==> config.mk <==
export PLATFORM = sky130hd
export DESIGN_NAME = pipe_stage_buf
export DESIGN_NICKNAME = d
export VERILOG_FILES = /design/src/rtl/pipe_stage_buf.sv
export SDC_FILE = /design/constraint.sdc
export NUM_CORES = 1
export LEC_CHECK = 0
export ABC_CLOCK_PERIOD_IN_PS = 1900
export CAP_MARGIN = 20
export CORE_AREA = 2 2 254 256
export CTS_BUF_LIST = sky130_fd_sc_hd__clkbuf_4
export DETAILED_ROUTE_END_ITERATION = 8
export DIE_AREA = 0 0 256 258
export PLACE_DENSITY = 0.68
export SYNTH_ARGS = -nofsm -noshare
export SYNTH_HDL_FRONTEND = slang
export SYNTH_SLANG_ARGS = --single-unit
==> constraint.sdc <==
create_clock -name clk -period 1.9 [get_ports clk]
set_clock_uncertainty 0.15 [all_clocks]
set_input_delay 0.19 -clock clk [delete_from_list [all_inputs] [get_ports clk]]
set_output_delay 0.19 -clock clk [all_outputs]
set_load 0.02 [all_outputs]
==> src/rtl/pipe_stage_buf.sv <==
// Elastic pipeline stage: DEPTH-entry valid/ready buffer with flush, plus a free-running side channel.
// Optional performance counters are enabled by defining PIPE_STAGE_PERF_EN.
module pipe_stage_buf #(
    parameter int                DATA_W    = 256,
    parameter int                DEPTH     = 2,
    parameter logic [DATA_W-1:0] NOP_VALUE = '0,
    parameter int                SIDE_W    = 66
) (
    input  logic                         clk,
    input  logic                         rst,
    input  logic                         flush,
    input  logic                         in_valid,
    output logic                         in_ready,
    input  logic [DATA_W-1:0]            in_data,
    output logic                         out_valid,
    input  logic                         out_ready,
    output logic [DATA_W-1:0]            out_data,
    input  logic [SIDE_W-1:0]            side_i,
    output logic [SIDE_W-1:0]            side_o,
    output logic [$clog2(DEPTH+1)-1:0]   occupancy
`ifdef PIPE_STAGE_PERF_EN
    ,
    output logic [31:0]                  perf_stall,
    output logic [31:0]                  perf_bubble,
    output logic [31:0]                  perf_flush
`endif
);

    localparam int CNT_W = $clog2(DEPTH + 1);
    localparam int PTR_W = (DEPTH > 1) ? $clog2(DEPTH) : 1;

    logic [DATA_W-1:0] mem_q [DEPTH];
    logic [DATA_W-1:0] mem_d [DEPTH];
    logic [PTR_W-1:0]  wr_ptr_q, wr_ptr_d;
    logic [PTR_W-1:0]  rd_ptr_q, rd_ptr_d;
    logic [CNT_W-1:0]  count_q, count_d;
    logic [SIDE_W-1:0] side_q;
    logic              push;
    logic              pop;

    // Explicit wrap so non-power-of-2 depths stay inside the array.
    function automatic logic [PTR_W-1:0] ptr_inc(input logic [PTR_W-1:0] p);
        if (p == PTR_W'(DEPTH - 1)) begin
            return '0;
        end
        return p + PTR_W'(1);
    endfunction

    assign out_valid = (count_q != '0);
    assign out_data  = out_valid ? mem_q[rd_ptr_q] : NOP_VALUE;
    assign occupancy = count_q;
    assign side_o    = side_q;

    generate
        if (DEPTH == 1) begin : g_ready_comb
            assign in_ready = ~out_valid | out_ready;
        end else begin : g_ready_reg
            assign in_ready = (count_q < CNT_W'(DEPTH));
        end
    endgenerate

    assign push = in_valid & in_ready;
    assign pop  = out_valid & out_ready;

    always_comb begin
        mem_d    = mem_q;
        wr_ptr_d = wr_ptr_q;
        rd_ptr_d = rd_ptr_q;
        count_d  = count_q;
        if (flush) begin
            for (int i = 0; i < DEPTH; i++) begin
                mem_d[i] = NOP_VALUE;
            end
            wr_ptr_d = '0;
            rd_ptr_d = '0;
            count_d  = '0;
        end else begin
            if (push) begin
                mem_d[wr_ptr_q] = in_data;
                wr_ptr_d        = ptr_inc(wr_ptr_q);
            end
            if (pop) begin
                rd_ptr_d = ptr_inc(rd_ptr_q);
            end
            count_d = count_q + CNT_W'(push) - CNT_W'(pop);
        end
    end

    always_ff @(posedge clk or negedge rst) begin
        if (!rst) begin
            for (int i = 0; i < DEPTH; i++) begin
                mem_q[i] <= NOP_VALUE;
            end
            wr_ptr_q <= '0;
            rd_ptr_q <= '0;
            count_q  <= '0;
            side_q   <= '0;
        end else begin
            mem_q    <= mem_d;
            wr_ptr_q <= wr_ptr_d;
            rd_ptr_q <= rd_ptr_d;
            count_q  <= count_d;
            side_q   <= side_i;
        end
    end

`ifdef PIPE_STAGE_PERF_EN
    logic [31:0] perf_stall_q;
    logic [31:0] perf_bubble_q;
    logic [31:0] perf_flush_q;

    // Counters wrap naturally at 32 bits.
    always_ff @(posedge clk or negedge rst) begin
        if (!rst) begin
            perf_stall_q  <= '0;
            perf_bubble_q <= '0;
            perf_flush_q  <= '0;
        end else begin
            if (out_valid & ~out_ready) perf_stall_q  <= perf_stall_q + 32'd1;
            if (~out_valid)             perf_bubble_q <= perf_bubble_q + 32'd1;
            if (flush)                  perf_flush_q  <= perf_flush_q + 32'd1;
        end
    end

    assign perf_stall  = perf_stall_q;
    assign perf_bubble = perf_bubble_q;
    assign perf_flush  = perf_flush_q;
`endif

endmodule

==> qor.yml, run 1 <==
run_status: "complete, but fails checks"
violations: "setup timing"
cts_inserted_buffers: 159
worstSetupStartpointType: "flip-flop"
rrSetupSlack_ps: -140
tightest_slew_ps: 769
synthesis.nets: 3208
wl_um: 99200
yosys_warnings: 0
syn_inst: 2879
whs_path_depth: 2
drive_above_1_share_pct: 16.5
drt_pre_antenna_iters: 8
grt_pass1_vias: 27127
rsz0062_at_grt: "yes"
start_util_pct: 40.4
die_w_um: 256
route.detailed.wl_per_inst_um: 19.6
holdPathEnd: "side_o[60]"
place_area_sq_mm: 0.0346
mappedNetlistArea_sq_mm: 0.0257
crit_top_cell: "buf_12"
cts_tree: "yes"
min_path_type: "in2reg"
io_buffers: 652
area_growth_pct: 59.5
crit_family: "buffers and inverters"
placed_cells: 4370
finalPower_mw: 41.2
hp-start: "side_i[60]"
most-common-layout-cells: "nand2_1, dfrtp_1, a21oi_1, clkdlybuf4s50_1, dlygate4sd3_1"
max_cap_violations: 0
fin_crit_sh_pct: 153
leakagePower_nw: 18.1
ant_nets: 0
finalCriticalPeriod_ps: 2910
final_area_sq_mm: 0.0410
pin_count: 653
rr_startpoint: "occupancy[1]"
cp.required_ps: 1560
crit_chain: "buf_12 -> buf_12 -> mux2i_4 -> nor2_1 -> dlygate4sd2_1"
finalWorstSetupSlack_ps: -1010
dp_hpwl_um: 60200
layout.nets: 4413
max_freq_mhz: 343
core_area_sq_mm: 0.0636
root_buffer: "clkbuf_4"
grt_pass1_wl_um: 152000
gp_congestion: 0.881
hold_viol_final: 0
yosys_register_bits: 582
synth.avg_cell_area_sq_um: 8.92
grt_max_degree: 108
dr_total_vias: 26228
die_y_um: 258
grt_usage_pct: 29.1
path_buf_inv: 3
grt_antenna_before_repair: 7
clock_latency_ps: 920
clock_path_buffers: 3
critPathSlowestCell: "dfrtp_4"
drv_slew: 0
rows: 93
setup_violations: 411
routed_via_density: 5.19
max_stage_delay_ps: 490
cts_sinks: 582
critPathKind: "reg2out"
drc: 0
design.die.area_sq_mm: 0.0660
slew_headroom_pct: 48.6
clk_pin_slew_ps: 80
worstPathMaxFanout: 11
rr_endpoint: "occupancy[1]"
h-tree-depth: 4
drt_iter0_drc: 2106
yosysSeqAreaShare_pct: 56.7
overflow: 0
power_density_mw_per_mm2: 1010
ff2ff_path_depth: 9
yosysUniqueCellTypes: 20
layout.cells.non_filler: 5051
cp-end-kind: "output pin"
n_fill_cell: 5002
final_common_cell: "nand2_1"
worst-path-stages: 5
cp.arrival_ps: 2570
peakVddDrop_mv: 0.757
-- what timing repair did --
action,CTS,global route
setup endpoints to repair,378,472
setup buffers,4,14
hold buffers,385,0
pin swaps,3,4
hold endpoints to repair,1164,0
gates resized for setup,529,275
cloned,3,5
-- stage by stage --
step	util (%)	hold slack (ps)	worst slack [ps]	setup TNS [ps]
floorplan	-	-256	50.2	0
global placement	54.4	-37.9	-431	-91560
detailed placement	54.4	-43.7	-433	-91080
CTS	63.7	0.643	-1130	-292960
global route	64.4	24.7	-1140	-297130
finish	64.4	145	-1010	-243040
-- cells by family after synthesis --
group                      share of synthesized area, %
adders and majority gates                        0.0974
muxes                                              9.98
xor gates and xnor gates                          0.102
DFF                                                56.7
AOI/OAI and AO/OA                                  10.0
and+or+nand+nor                                    19.0
buffers and inverters                              4.15
-- cell type report --
type / count / area, sq um / area share [%]
antenna: 5 / 12.5 / 0.0305
clock buffer: 232 / 1740 / 4.25
clock inverter: 36 / 262 / 0.638
inverter: 4 / 15.0 / 0.0366
multi-input combinational: 2065 / 10600 / 25.9
sequential: 582 / 14600 / 35.6
tap: 855 / 1070 / 2.61
timing repair buffer: 1272 / 12700 / 31.0
-- power by group --
part | internal, mW | switching [mW]
combinational | 6.96 | 8.15
clock | 6.00 | 5.58
sequential | 13.6 | 0.874
total | 26.6 | 14.6
-- worst max path at each step --
stage                               end    startpoint  slack, ps
final                     out_data[173]      rd_ptr_q      -1010
after global routing      out_data[132]      rd_ptr_q      -1140
after CTS                 out_data[176]      rd_ptr_q      -1130
after detailed placement  out_data[176]      rd_ptr_q       -430
after global placement    out_data[176]      rd_ptr_q       -430
after floorplan            occupancy[1]  occupancy[1]         50
-- worst register-to-register path, cell delays in order (launching register included) --
cell and delay [ps]:
dfrtp_1 410, buf_4 190, o21ai_1 250, inv_1 90
ha_1 280, inv_1 40, ha_1 180, xnor2_1 160
xnor2_1 130, nor2_1 50
-- synthesized netlist by cell type --
master	count	area, sq um
buf_2	147	736
and3b_1	1	8.76
xor2_1	1	8.76
inv_1	4	15.0
nand3b_1	1	7.51
mux2i_1	256	2560
nor3b_2	1	12.5
nor2_1	259	972
a21oi_1	513	2570
buf_4	3	22.5
buf_1	4	15.0
o21ai_0	1	5.00
xnor2_1	2	17.5
nand2b_1	1	6.26
or3b_1	1	8.76
nor2b_1	1	6.26
clkbuf_1	74	278
nand2_1	1025	3850
ha_1	2	25.0
dfrtp_1	582	14600
-- flip-flops by register name, indices dropped and copies added, names as in the netlist --
register,flops
side_o,66
rd_ptr_q,1
mem_q,512
occupancy,2
wr_ptr_q,1
-- per-layer routing --
metal	vias up	routed length [um]	track usage, %
met5	-	13	0
met4	2	5080	15.5
met3	345	6900	6.53
met2	1286	49900	49.4
met1	12783	37400	34.5
li1	11812	-	-
(Power assumes the default switching activity.)
==> inputs of run 2 (changes only) <==
--- a/config.mk
+++ b/config.mk
@@ -11,6 +11,7 @@
 export CTS_BUF_LIST = sky130_fd_sc_hd__clkbuf_4
 export DETAILED_ROUTE_END_ITERATION = 8
 export DIE_AREA = 0 0 256 258
+export HOLD_SLACK_MARGIN = 0.12
 export PLACE_DENSITY = 0.68
 export SYNTH_ARGS = -nofsm -noshare
 export SYNTH_HDL_FRONTEND = slang
==> qor.yml, run 2 (synthesized netlist as in run 1, its figures left out) <==
cp-end-kind: "output pin"
max_freq_mhz: 334
crit_chain: "buf_12 -> buf_16 -> mux2i_1 -> nor2_1 -> dlygate4sd2_1"
die_w_um: 256
cts_inserted_buffers: 159
core_area_sq_mm: 0.0636
rsz0062_at_grt: "yes"
dp_hpwl_um: 60200
clk_pin_slew_ps: 60
wl_um: 104000
ant_nets: 0
final_common_cell: "nand2_1"
use_met3_pct: 7.89
most-common-layout-cells: "nand2_1, dfrtp_1, a21oi_1, dlygate4sd3_1, clkdlybuf4s50_1"
busiest_layer: "met2"
design.die.area_sq_mm: 0.0660
worstSetupStartpointType: "flip-flop"
critPathSlowestCell: "dfrtp_4"
largest_reg_flops: 512
power_density_mw_per_mm2: 986
worstPathMaxFanout: 16
leakagePower_nw: 18.4
gp_congestion: 0.881
grt_use_met2_pct: 51.4
min_path_type: "in2reg"
finalCriticalPeriod_ps: 2990
seqCellArea_sq_mm: 0.0146
dr_total_vias: 27055
area_growth_pct: 62.2
rrSetupSlack_ps: -290
cp.arrival_ps: 2650
io_buffers: 652
peakVddDrop_mv: 0.590
die_y_um: 258
place_area_sq_mm: 0.0346
pin_count: 653
fin_crit_sh_pct: 158
clock_path_buffers: 3
grtUsageMet1_pct: 34.6
drc: 1
max_stage_delay_ps: 490
drt_iter0_drc: 2539
routed_via_density: 5.27
start_util_pct: 40.4
cp.required_ps: 1560
h-tree-depth: 4
path_buf_inv: 3
drive_above_1_share_pct: 15.3
top_register: "mem_q"
hold_viol_final: 0
placed_cells: 4370
grt_pass1_vias: 28280
critPathKind: "reg2out"
run_status: "complete, but fails checks"
tightest_slew_ps: 697
overflow: 0
cts_tree: "yes"
crit_family: "buffers and inverters"
grt_max_degree: 108
drt_pre_antenna_iters: 9
finalWorstSetupSlack_ps: -1090
max_cap_violations: 0
drv_slew: 0
final_area_sq_mm: 0.0417
multiInputGateArea_sq_mm: 0.0105
grt_pass1_wl_um: 158000
violations: "DRC, setup timing"
n_fill_cell: 4858
cts_sinks: 582
slew_headroom_pct: 53.4
grt_usage_pct: 30.5
root_buffer: "clkbuf_4"
layout.nets: 4491
route.detailed.wl_per_inst_um: 20.3
clock_latency_ps: 960
setup_violations: 416
finalPower_mw: 41.1
layout.cells.non_filler: 5138
rows: 93
grt_antenna_before_repair: 13
## run 2: cell types whose count changed in the layout (fill, tap and decap cells not counted), sizes merged
cell / change
dlygate4sd3: +86
buf: -26
dlygate4sd2: +20
diode: +9
clkbuf: -4
clkdlybuf4s15: +2
## run 2: power by group
part           total [mW]  internal, mW  switching [mW]
Combinational        14.8          6.69            8.11
Clock                11.8          6.00            5.75
Sequential           14.5          13.6           0.900
Total                41.1          26.3            14.8
## run 2: layout make-up
cell class,count,share of cell area (%)
clock inverter,36,0.628
antenna,14,0.0841
tap,855,2.57
sequential,582,35.0
clock buffer,232,4.18
inverter,4,0.0360
multi-input combinational,2065,25.3
timing repair buffer,1350,32.2
## run 2: path summary, 6_finish.rpt
check                             startpoint       endpoint  cells past startpoint
worst min-delay path            in_data[143]     mem_q[399]                      4
min in group asynchronous                rst     mem_q[144]                      5
worst min register to register    mem_q[103]     mem_q[103]                      2
worst max register to register  occupancy[1]     mem_q[211]                      6
worst max-delay path                rd_ptr_q  out_data[211]                      5
max in group asynchronous                rst     mem_q[451]                      6
## run 2: metal layers
layer,up-vias,wire length [um]
met2,1580,51700
li1,11994,-
met3,481,8330
met1,12998,37400
met5,-,13
met4,2,6720
## run 2: what timing repair did
item                                    CTS  global route
cloned                                    3             0
endpoints found under the hold margin  1164             0
resized for setup                       529           173
setup endpoints to repair               378           488
pin swaps                                 3             1
hold buffers                            471             0
setup buffers                             4             9
## run 2: per-stage QoR
step	hold WS, ps	setup WS [ps]	TNS [ps]	utilization (%)
after floorplan	-256	50.2	0	-
after global placement	-37.9	-431	-91560	54.4
after detailed placement	-43.7	-433	-91080	54.4
after CTS	120	-1130	-293110	65.1
after global routing	122	-1180	-302890	65.4
final	219	-1090	-260430	65.4
## run 2: tightest hold or removal path, stage by stage
cell and delay [ps]:
dlygate4sd3_1 550, clkdlybuf4s50_1 450, nand2_1 60, a21oi_1 50
